--- config.mk ---
export PLATFORM = sky130hd
export DESIGN_NAME = ide_cycle
export DESIGN_NICKNAME = d
export VERILOG_FILES = /design/src/rtl/ide_cycle.sv
export SDC_FILE = /design/constraint.sdc
export NUM_CORES = 1
export LEC_CHECK = 0
export ABC_AREA = 1
export CORE_ASPECT_RATIO = 0.5
export CORE_MARGIN = 1
export CORE_UTILIZATION = 47
export DETAILED_ROUTE_END_ITERATION = 6
export DONT_BUFFER_PORTS = 1
export GPL_ROUTABILITY_DRIVEN = 0
export PLACE_DENSITY = 0.59
export REMOVE_ABC_BUFFERS = 1
export SLEW_MARGIN = 30
export SYNTH_ARGS = -nofsm -noshare
export SYNTH_HDL_FRONTEND = slang
export SYNTH_SLANG_ARGS = --single-unit
--- constraint.sdc ---
create_clock -name CLKCPU -period 1.9 [get_ports CLKCPU]
set_input_delay 0.38 -clock CLKCPU [delete_from_list [all_inputs] [get_ports CLKCPU]]
set_output_delay 0.38 -clock CLKCPU [all_outputs]
set_load 0.03 [all_outputs]
--- src/rtl/ide_cycle.sv ---
// ide_cycle
//
// Bus-cycle controller placed behind the gayle register block. It turns the
// 68030 strobes plus gayle's ACCESS decode into either a Gayle register cycle
// terminated with DSACK1_n, or a timed IDE PIO cycle in the $DA0000-$DA7FFF
// window (CS setup, IOR/IOW strobe stretched by IORDY, CS hold).
//
// Ports
//   CLKCPU        in   CPU clock, all state changes on the rising edge
//   RESET         in   asynchronous active-low reset
//   AS20          in   68030 address strobe, active-low, synchronous to CLKCPU
//   RW            in   1 = read, 0 = write
//   A[23:0]       in   CPU address
//   GAYLE_ACCESS  in   active-low Gayle register decode
//   IDE_IORDY     in   drive ready, 0 stretches the strobe
//   IDE_CS0_n     out  IDE chip select 0 (A[14] = 0)
//   IDE_CS1_n     out  IDE chip select 1 (A[14] = 1)
//   IDE_A[2:0]    out  IDE register address (A[4:2])
//   IDE_IOR_n     out  IDE read strobe
//   IDE_IOW_n     out  IDE write strobe
//   IDE_BUFOE_n   out  data buffer output enable
//   IDE_DIR       out  buffer direction, 1 = drive toward CPU
//   DSACK1_n      out  16-bit port termination to the CPU
//
// Every output is a register; the output process computes the value each
// register takes on the next edge.

module ide_cycle #(
   parameter int unsigned SETUP_CLKS    = 2,
   parameter int unsigned STROBE_CLKS   = 6,
   parameter int unsigned HOLD_CLKS     = 2,
   parameter int unsigned GAYLE_WAIT    = 1,
   parameter int unsigned IORDY_TIMEOUT = 255
) (
   input  logic        CLKCPU,
   input  logic        RESET,
   input  logic        AS20,
   input  logic        RW,
   input  logic [23:0] A,
   input  logic        GAYLE_ACCESS,
   input  logic        IDE_IORDY,
   output logic        IDE_CS0_n,
   output logic        IDE_CS1_n,
   output logic [2:0]  IDE_A,
   output logic        IDE_IOR_n,
   output logic        IDE_IOW_n,
   output logic        IDE_BUFOE_n,
   output logic        IDE_DIR,
   output logic        DSACK1_n
);

   // Counters are loaded with N-1 because the loading edge itself is the
   // first of the N cycles.
   localparam logic [3:0] SETUP_LD  = 4'(SETUP_CLKS - 1);
   localparam logic [3:0] STROBE_LD = 4'(STROBE_CLKS - 1);
   localparam logic [3:0] HOLD_LD   = 4'(HOLD_CLKS - 1);
   localparam logic [3:0] GAYLE_LD  = 4'(GAYLE_WAIT - 1);
   localparam logic [7:0] TMO_LD    = 8'(IORDY_TIMEOUT);

   typedef enum logic [2:0] {
      ST_IDLE,
      ST_SETUP,
      ST_STROBE,
      ST_ACK,
      ST_HOLD,
      ST_GWAIT,
      ST_GACK
   } state_t;

   state_t     state_q;
   state_t     state_d;
   logic [3:0] cnt_q;
   logic [3:0] cnt_d;
   logic [7:0] tmo_q;
   logic [7:0] tmo_d;

   logic       cs0_d;
   logic       cs1_d;
   logic [2:0] ide_a_d;
   logic       ior_d;
   logic       iow_d;
   logic       bufoe_d;
   logic       dir_d;
   logic       dsack_d;

   logic       ide_hit;
   logic       gayle_hit;
   logic       start_ide;
   logic       start_gayle;
   logic       cnt_zero;
   logic       tmo_zero;
   logic       stretch;
   logic       unused_addr;

   // Saturating decrements: a counter parked at zero stays at zero.
   function automatic logic [3:0] dec_cnt(input logic [3:0] v);
      return (v == 4'd0) ? 4'd0 : v - 4'd1;
   endfunction

   function automatic logic [7:0] dec_tmo(input logic [7:0] v);
      return (v == 8'd0) ? 8'd0 : v - 8'd1;
   endfunction

   // IDE decode takes priority when gayle also claims the cycle.
   assign ide_hit     = (A[23:15] == {8'hDA, 1'b0});
   assign gayle_hit   = ~GAYLE_ACCESS & ~ide_hit;
   assign start_ide   = ~AS20 & ide_hit;
   assign start_gayle = ~AS20 & gayle_hit;
   assign cnt_zero    = (cnt_q == 4'd0);
   assign tmo_zero    = (tmo_q == 8'd0);
   // Minimum strobe width reached but the drive is not ready and the
   // timeout budget is not yet spent.
   assign stretch     = cnt_zero & ~IDE_IORDY & ~tmo_zero;
   assign unused_addr = ^{A[13:5], A[1:0]};

   // ---- state register ----
   always_ff @(posedge CLKCPU or negedge RESET) begin
      if (!RESET) begin
         state_q <= ST_IDLE;
      end else begin
         state_q <= state_d;
      end
   end

   // ---- next-state logic ----
   always_comb begin
      state_d = state_q;
      case (state_q)
         ST_IDLE: begin
            if (start_ide) begin
               state_d = ST_SETUP;
            end else if (start_gayle) begin
               state_d = ST_GWAIT;
            end
         end
         ST_SETUP: begin
            if (AS20) begin
               state_d = ST_HOLD;
            end else if (cnt_zero) begin
               state_d = ST_STROBE;
            end
         end
         ST_STROBE: begin
            if (AS20) begin
               state_d = ST_HOLD;
            end else if (cnt_zero && !stretch) begin
               state_d = ST_ACK;
            end
         end
         ST_ACK: begin
            if (AS20) begin
               state_d = ST_HOLD;
            end
         end
         ST_HOLD: begin
            if (cnt_zero) begin
               state_d = ST_IDLE;
            end
         end
         ST_GWAIT: begin
            if (AS20) begin
               state_d = ST_IDLE;
            end else if (cnt_zero) begin
               state_d = ST_GACK;
            end
         end
         ST_GACK: begin
            if (AS20) begin
               state_d = ST_IDLE;
            end
         end
         default: state_d = ST_IDLE;
      endcase
   end

   // ---- output / counter next values ----
   always_comb begin
      cs0_d   = IDE_CS0_n;
      cs1_d   = IDE_CS1_n;
      ide_a_d = IDE_A;
      ior_d   = IDE_IOR_n;
      iow_d   = IDE_IOW_n;
      bufoe_d = IDE_BUFOE_n;
      dir_d   = IDE_DIR;
      dsack_d = DSACK1_n;
      cnt_d   = cnt_q;
      tmo_d   = tmo_q;
      case (state_q)
         ST_IDLE: begin
            if (start_ide) begin
               ide_a_d = A[4:2];
               dir_d   = RW;
               cs0_d   = A[14];
               cs1_d   = ~A[14];
               cnt_d   = SETUP_LD;
            end else if (start_gayle) begin
               cnt_d   = GAYLE_LD;
            end
         end
         ST_SETUP: begin
            if (AS20) begin
               // Abort before the strobe: nothing to negate but CS, after hold.
               cnt_d = HOLD_LD;
            end else if (cnt_zero) begin
               ior_d   = ~IDE_DIR;
               iow_d   = IDE_DIR;
               bufoe_d = 1'b0;
               cnt_d   = STROBE_LD;
               tmo_d   = TMO_LD;
            end else begin
               cnt_d = dec_cnt(cnt_q);
            end
         end
         ST_STROBE: begin
            if (AS20) begin
               // CPU gave up: drop the strobe on this edge, no termination.
               ior_d   = 1'b1;
               iow_d   = 1'b1;
               bufoe_d = 1'b1;
               cnt_d   = HOLD_LD;
            end else if (!cnt_zero) begin
               cnt_d = dec_cnt(cnt_q);
            end else if (stretch) begin
               tmo_d = dec_tmo(tmo_q);
            end else begin
               // Ready, or timeout spent: terminate normally either way.
               dsack_d = 1'b0;
            end
         end
         ST_ACK: begin
            if (AS20) begin
               ior_d   = 1'b1;
               iow_d   = 1'b1;
               bufoe_d = 1'b1;
               dsack_d = 1'b1;
               cnt_d   = HOLD_LD;
            end
         end
         ST_HOLD: begin
            if (cnt_zero) begin
               cs0_d = 1'b1;
               cs1_d = 1'b1;
            end else begin
               cnt_d = dec_cnt(cnt_q);
            end
         end
         ST_GWAIT: begin
            if (!AS20) begin
               if (cnt_zero) begin
                  dsack_d = 1'b0;
               end else begin
                  cnt_d = dec_cnt(cnt_q);
               end
            end
         end
         ST_GACK: begin
            if (AS20) begin
               dsack_d = 1'b1;
            end
         end
         default: ;
      endcase
   end

   // ---- registered outputs and counters ----
   always_ff @(posedge CLKCPU or negedge RESET) begin
      if (!RESET) begin
         IDE_CS0_n   <= 1'b1;
         IDE_CS1_n   <= 1'b1;
         IDE_A       <= 3'd0;
         IDE_IOR_n   <= 1'b1;
         IDE_IOW_n   <= 1'b1;
         IDE_BUFOE_n <= 1'b1;
         IDE_DIR     <= 1'b0;
         DSACK1_n    <= 1'b1;
         cnt_q       <= 4'd0;
         tmo_q       <= 8'd0;
      end else begin
         IDE_CS0_n   <= cs0_d;
         IDE_CS1_n   <= cs1_d;
         IDE_A       <= ide_a_d;
         IDE_IOR_n   <= ior_d;
         IDE_IOW_n   <= iow_d;
         IDE_BUFOE_n <= bufoe_d;
         IDE_DIR     <= dir_d;
         DSACK1_n    <= dsack_d;
         cnt_q       <= cnt_d;
         tmo_q       <= tmo_d;
      end
   end

endmodule

Yosys cells after proc, flatten, opt, wreduce, memory -nomap -nowiden. Cells that the tools add are included.

Output and inout port bits: 10. Bits of input ports: 30. Bits in registers: 25. Logic and storage cells: 116.

Multiplexer cells: 47. Reduce and logical (&&, ||, !) cells: 19. Bitwise operators: 12. Add/sub/neg operators: 2. Equality and inequality tests: 25.

Operator list (count): $mux W8 (6); $mux W3 (11); $mux W4 (8); $ne A2 B2 Y1 const B (12); $pmux W4 S6 (1); $pmux W3 S7 (1); $pmux W8 S2 (1); $reduce_and A7 Y1 (2); $mux W1 (13); $ne A3 B3 Y1 const B (4); $pmux W1 S2 (5); $eq A3 B3 Y1 const B (3); $eq A9 B9 Y1 const B (1); $logic_not A8 Y1 (1); $reduce_and A4 Y1 (2); $sub A8 B1 Y8 const B (1); $not A1 Y1 (7); $eq A3 B2 Y1 const B (2); $reduce_and A6 Y1 (1); $reduce_bool A2 Y1 (3); $reduce_bool A6 Y1 (1); $and A1 B1 Y1 (5); $logic_not A4 Y1 (1); $ne A2 B1 Y1 const B (2); other kinds (10) (11).

Longest topological paths before layout. Gate-level depths: netlist of the first run.

Depth in word-level cells: 8. Mapped depth: 11. Mapped depth without buffers: 11.

Worst setup path after synthesis of the first run. No wires, ideal clock.

Path kind: register to register. From: register cnt_q[0]. To: register cnt_q[0]. Setup slack: 330 ps. Data arrival time: 1454 ps. Stages on the path, launching flop included: 11. Clock period less this slack: 1570 ps. Path through: dfrtp_1 inv_1 ha_1 nand3_2 ha_1 o21ai_1 nand2_1 nor2_1 o21ai_0 nand2_1 nand2_1.

Longest elaborated chain between the ends: 4. Elaborated cells between the ends (all ways): 8. Classes of those cells: add/sub (1); mux (6); reduce/logical (1).

RTL lines: start: declaration (RTL line 72) `logic [3:0] cnt_q;`; start signal: assignment (RTL line 287) `cnt_q <= cnt_d;`; $sub A4 B1 Y4 or $logic_not A4 Y1 (tied branches) (RTL line 97, 109); $mux W4, on equally long branches; $mux W4, on equally long branches (RTL line 248, 201, 215); $pmux W4 S6 * (RTL line 188) `case (state_q)`.

Every way passes the cells marked *; elsewhere a longest branch is shown, timed or not. The select of a mux whose other input is x is not followed. A chain may end at the register's enable or synchronous reset.

Final worst setup path of the first run.
From: register cnt_q[0]. To: register tmo_q[5].

Longest elaborated chain between the ends: 5. Elaborated cells between the ends (all ways): 7. Classes of those cells: eq/ne (3); bitwise (2); reduce/logical (2).

RTL lines: $logic_not A4 Y1 * (RTL line 109) `assign cnt_zero = (cnt_q == 4'd0);`; $and A1 B1 Y1 (2 in series) (RTL line 113) `assign stretch = cnt_zero & ~IDE_IORDY & ~tmo_zero;`; $ne A2 B2 Y1 (no line); $reduce_and A6 Y1 (no line) *; end signal: assignment (RTL line 288) `tmo_q <= tmo_d;`; end: declaration (RTL line 74) `logic [7:0] tmo_q;`.

Every way passes the cells marked *; elsewhere a longest branch is shown, timed or not.

==> flow_summary.ini, run 1 <==
[status]
outcome = finished, final reports clean

[cells_and_area]
multi_input_area_mm2 = 0.00103
fillers = 364
fin_nets = 308
seqCellArea_um2 = 633
stdcell_area_mm2 = 0.00202
final_common_cell = nand2_1
layout_common_cells = nand2_1 (85), inv_1 (32), nor2_1 (24)
areaGrowthSynthToFinish_pct = 9.78
diodes = 0
final_core_util_pct = 56.4
layout-drive-gt1-share_pct = 18.7

[die]
dieHeight_um = 46.3
num_rows = 15
die_w_um = 90.5
dieArea_mm2 = 0.00419
initial_utilization_pct = 51.4
io_pins = 40
core-area_mm2 = 0.00358

[sta]
fin_crit_sh_pct = 92.0
clock_skew_ns = 0.00920
min_period_ns = 1.75
rsz0062_at_grt = false
final_hold_viol_count = 0
final-max-slew-violation-count = 0
finalSetupTns_ns = 0
slew_headroom_pct = 70.4
hold-worst-slack_ns = 0.227
fmax_ghz = 0.572
setup_viol = 0
tightestPinTransition_ns = 0.444

[synthesis]
ys_types = 31
synth.largest_area_cell = dfrtp_1
netlist_top_cells_area = dfrtp_1 (26%), nand2_1 (17%), dfstp_2 (8.6%), inv_1 (6.5%), nand3_1 (6.3%)
synth_top_family_by_area = simple AND/OR/NAND/NOR gates
syn_avg_cell_area_um2 = 7.00
synthMuxAreaShare_pct = 0
ys_seq_area_share_pct = 34.4
synth_compound_area_share_pct = 9.71
yosys.area_share.simple_pct = 41.0
syn_area_mm2 = 0.00184
netlist_instances = 263
synth_top_area_share_pct = 25.8
ys_ff_latch = 25
yosysWarnings = 0
synth-xor-area-share_pct = 1.43
synth_fa_ha_area_share_pct = 2.72

[placement]
port_buffers = 0
hpwl_um = 2980
placedInstanceArea_mm2 = 0.00193

[grt]
grt_overflow_total = 0
grt_pass1_vias = 1487
antenna_found_initial = 0
grt_usage_pct = 20.0
grt_pass1_wl_um = 6620
grt_max_degree = 26

[drt]
dr.first_iter.drc_count = 50
drtPass1Iterations = 4
via_count = 1622
route.detailed.drc = 0
vias_per_cell = 5.01
drtAntennaViolNets = 0
finalWirelength_um = 3800
routedWlPerCell_um = 11.7

[cts]
numCtsBuffers = 3
cts_sinks = 25
h-tree-depth = 1
cts_tree = yes
max-clock-path-buffers = 2
cts_root_buf = clkbuf_8
clk_latency_ns = 0.27
clk_pin_slew_ns = 0.09

[hold_path]
min-delay-path-class = input pin to register

[critical_path]
startpoint_type = register
end_kind = register
worstPathRequired_ns = 2.12
path_class = register to register
worstPathArrival_ns = 1.96
cp_max_fo = 11
r2r_slack_ns = 0.15

[pwr]
p_leak_uw = 0.00108
power_density_mw_per_mm2 = 1430
peakVddDrop_mv = 0.659
totalPowerFinal_uw = 2880

[job]
cap_violations = 0
[per-layer routing]
metal / wire length [µm] / global-route usage [%]
met2: 1610 / 34.7
met3: 206 / 3.96
met4: 21 / 2.90
met5: 0 / 0
met1: 1970 / 26.9
[worst paths after layout]
kind	start	cells past startpoint	end
setup reg to reg	cnt_q[0]$_DFFE_PN0P_	10	tmo_q[5]$_DFFE_PN0P_
setup / recovery	cnt_q[0]$_DFFE_PN0P_	10	tmo_q[5]$_DFFE_PN0P_
max in group asynchronous	RESET	2	IDE_CS1_n$_DFFE_PN1P_
hold / removal	AS20	2	DSACK1_n$_DFFE_PN1P_
hold reg to reg	tmo_q[3]$_DFFE_PN0P_	2	tmo_q[3]$_DFFE_PN0P_
min in group asynchronous	RESET	2	tmo_q[1]$_DFFE_PN0P_
[cells in the mapped netlist (all sizes together)]
cell type / count
buf: 6
nor2: 29
dfstp: 6
nand3: 28
or2: 1
a21oi: 12
o21a: 2
nand3b: 1
dfrtp: 19
nand4: 4
nor3: 2
ha: 4
xor2: 3
inv: 37
nand2: 93
o211a: 1
o21ai: 15
[where the power goes]
group / switching, µW / internal [µW]
clock network: 164 / 150
registers: 225 / 713
logic: 993 / 639
total: 1380 / 1500
[cells by family (layout without fill, tap and decap cells)]
group	Yosys count	count (layout)
compound gates	30	30
xor+xnor	3	3
fa+ha+maj	4	4
buf+inv	43	53
flops	25	25
simple gates	158	158
[metrics by stage]
step	worst slack, ns	std cells
final	0.152	324
after global routing	0.0289	324
after CTS	0.0520	324
after detailed placement	0.0658	318
after global placement	0.145	318
after floorplan	0.330	257
[repair_timing]
action	CTS	global route
setup endpoints to repair	0	7
hold buffers	2	0
buffers inserted	0	0
endpoints found under the hold margin	25	0
gates resized for setup	0	3
[flip-flops by register name (all words and copies together) (netlist names)]
signal / cells
DSACK1_n: 1
IDE_DIR: 1
IDE_IOW_n: 1
IDE_BUFOE_n: 1
tmo_q: 8
IDE_IOR_n: 1
IDE_CS0_n: 1
cnt_q: 4
IDE_CS1_n: 1
state_q: 3
IDE_A: 3
[final cells by class]
cell class	count	share of cell area [%]
clock buffer	4	2.23
inverter	37	7.12
multi-input combinational	195	51.0
sequential	25	31.3
tap	51	3.16
timing repair buffer	12	5.20
[worst max-delay path: stages (launching register included)]
cell and delay, ns:
dfrtp_1 0.41, inv_1 0.14, ha_4 0.17, nand3_4 0.11, nor2_1 0.23, nand3_4 0.13
nand2_2 0.08, nand2_2 0.17, inv_1 0.14, nand2_1 0.06, nand2_1 0.05
(Power assumes the default switching activity.)
==> run 2, diff against run 1 <==
Settings changed: RECOVER_POWER set to 100.
Clock period 1.9 ns to 1.94 ns, I/O delays scaled along.
==> flow_summary.ini, run 2 (synthesis results as in run 1) <==
[grt]
grt_pass1_wl_um = 6330
grt_usage_pct = 19.6
grt_max_degree = 26
antenna_found_initial = 0
grt_pass1_vias = 1397
grt_overflow_total = 0

[cts]
cts_sinks = 25
numCtsBuffers = 3
clk_latency_ns = 0.27
cts_tree = yes
h-tree-depth = 1
cts_root_buf = clkbuf_8
max-clock-path-buffers = 2
clk_pin_slew_ns = 0.08

[critical_path]
path_class = register to register
end_kind = register
crit_top_cell = nand2_1
cpMaxStageDelayCell = dfrtp_1
cp_max_fo = 5
worstPathRequired_ns = 2.11
crit_buf_inv = 1
slowest_delay_ns = 0.41
crit_family = adder cells
worstPathArrival_ns = 1.94
startpoint_type = register
crit_chain = inv_1, ha_1, nand3_4, ha_1, o21ai_1, nand2_1, nor2_1, o21ai_0, nand2_1, nand2_1

[drt]
routedWlPerCell_um = 11.7
route.detailed.drc = 0
drtPass1Iterations = 4
dr.first_iter.drc_count = 66
via_count = 1622
vias_per_cell = 5.04
drtAntennaViolNets = 0
finalWirelength_um = 3760

[sta]
rsz0062_at_grt = false
final-max-slew-violation-count = 0
slew_headroom_pct = 26.0
fin_crit_sh_pct = 91.1
final_hold_viol_count = 0
fmax_ghz = 0.566
min_period_ns = 1.77
finalSetupTns_ns = 0
setup_viol = 0
tightestPinTransition_ns = 1.11
clock_skew_ns = 0.00439

[die]
initial_utilization_pct = 51.4
die_w_um = 90.5
core-area_mm2 = 0.00358
dieHeight_um = 46.3
num_rows = 15
dieArea_mm2 = 0.00419
io_pins = 40

[cells_and_area]
diodes = 0
areaGrowthSynthToFinish_pct = 7.07
layout-drive-gt1-share_pct = 13.3
top_regs = tmo_q: 8 flops, cnt_q: 4 flops
final_core_util_pct = 55.0
fin_nets = 306
final_common_cell = nand2_1
largest_reg_flops = 8
regMostFlops = tmo_q
layout_common_cells = nand2_1 (87), inv_1 (33), nand3_1 (24), nor2_1 (24), dfrtp_1 (19)

[pwr]
peakVddDrop_mv = 0.671
p_leak_uw = 0.00107
power_density_mw_per_mm2 = 1380

[placement]
hpwl_um = 2920
port_buffers = 0

[job]
cap_violations = 0

[hold_path]
min-delay-path-class = input pin to register

[status]
outcome = finished, final reports clean
[run 2: cell types whose count changed in the layout (fill, tap and decap cells not counted), moves of 2 or more]
cell     change
buf_4        -2
dfstp_1      +6
dfstp_2      -6
nand2_1      +2
nand2_2      -3
[run 2: final cells by class]
cell class                      count  area [µm²]
Fill cell                         376        1610
Multi-Input combinational cell    195        1000
Sequential cell                    25         633
Inverter                           37         144
Timing Repair Buffer               10        82.6
Tap cell                           51        63.8
Clock buffer                        4        45.0
[run 2: per-stage QoR]
| stage | hold slack, ns | power, µW | worst slack, ns | cells | area [µm²] |
|---|---|---|---|---|---|
| after CTS | 0.220 | 2750 | 0.124 | 322 | 1990 |
| final | 0.234 | 2710 | 0.172 | 322 | 1970 |
| after global routing | 0.252 | 3000 | 0.0474 | 322 | 1970 |
| after floorplan | 0.0924 | 2050 | 0.370 | 257 | 1790 |
| after detailed placement | 0.0929 | 2400 | 0.140 | 316 | 1910 |
| after global placement | 0.0929 | 2380 | 0.166 | 316 | 1910 |
[run 2: worst paths after layout]
path	cells after the start	endpoint	start	slack (ns)
worst max register to register	10	cnt_q[0]$_DFFE_PN0P_	cnt_q[0]$_DFFE_PN0P_	0.17
min in group asynchronous	2	tmo_q[1]$_DFFE_PN0P_	RESET	0.93
worst max-delay path	10	cnt_q[0]$_DFFE_PN0P_	cnt_q[0]$_DFFE_PN0P_	0.17
worst min register to register	2	tmo_q[3]$_DFFE_PN0P_	tmo_q[3]$_DFFE_PN0P_	0.49
max in group asynchronous	2	IDE_A[0]$_DFFE_PN0P_	RESET	0.34
worst min-delay path	2	DSACK1_n$_DFFE_PN1P_	AS20	0.23
[run 2: repair_timing]
action	4_1_cts	5_1_grt
hold buffers	2	0
setup endpoints to repair	0	3
gates resized for setup	0	4
buffers inserted	0	0
hold endpoints to repair	25	0
[run 2: per-layer routing]
metal	vias up	global-route usage, %	part of all wire (%)
li1	843	-	-
met1	745	26.0	53
met2	29	33.6	43
met3	5	4.46	3.7
met4	0	3.87	0.72
met5	-	0	0
[run 2: worst register-to-register path: cells and delay by family, from the launching register on]
kind,cells,cell delay (ns)
fa+ha+maj,2,0.55
compound gates,2,0.22
flops,1,0.41
buf+inv,1,0.08
simple gates,5,0.41
[run 2: where the power goes]
part           switching [µW]  total [µW]  internal [µW]
logic                     942        1500            556
registers                 214         904            690
clock network             164         311            147
total                    1320        2710           1390
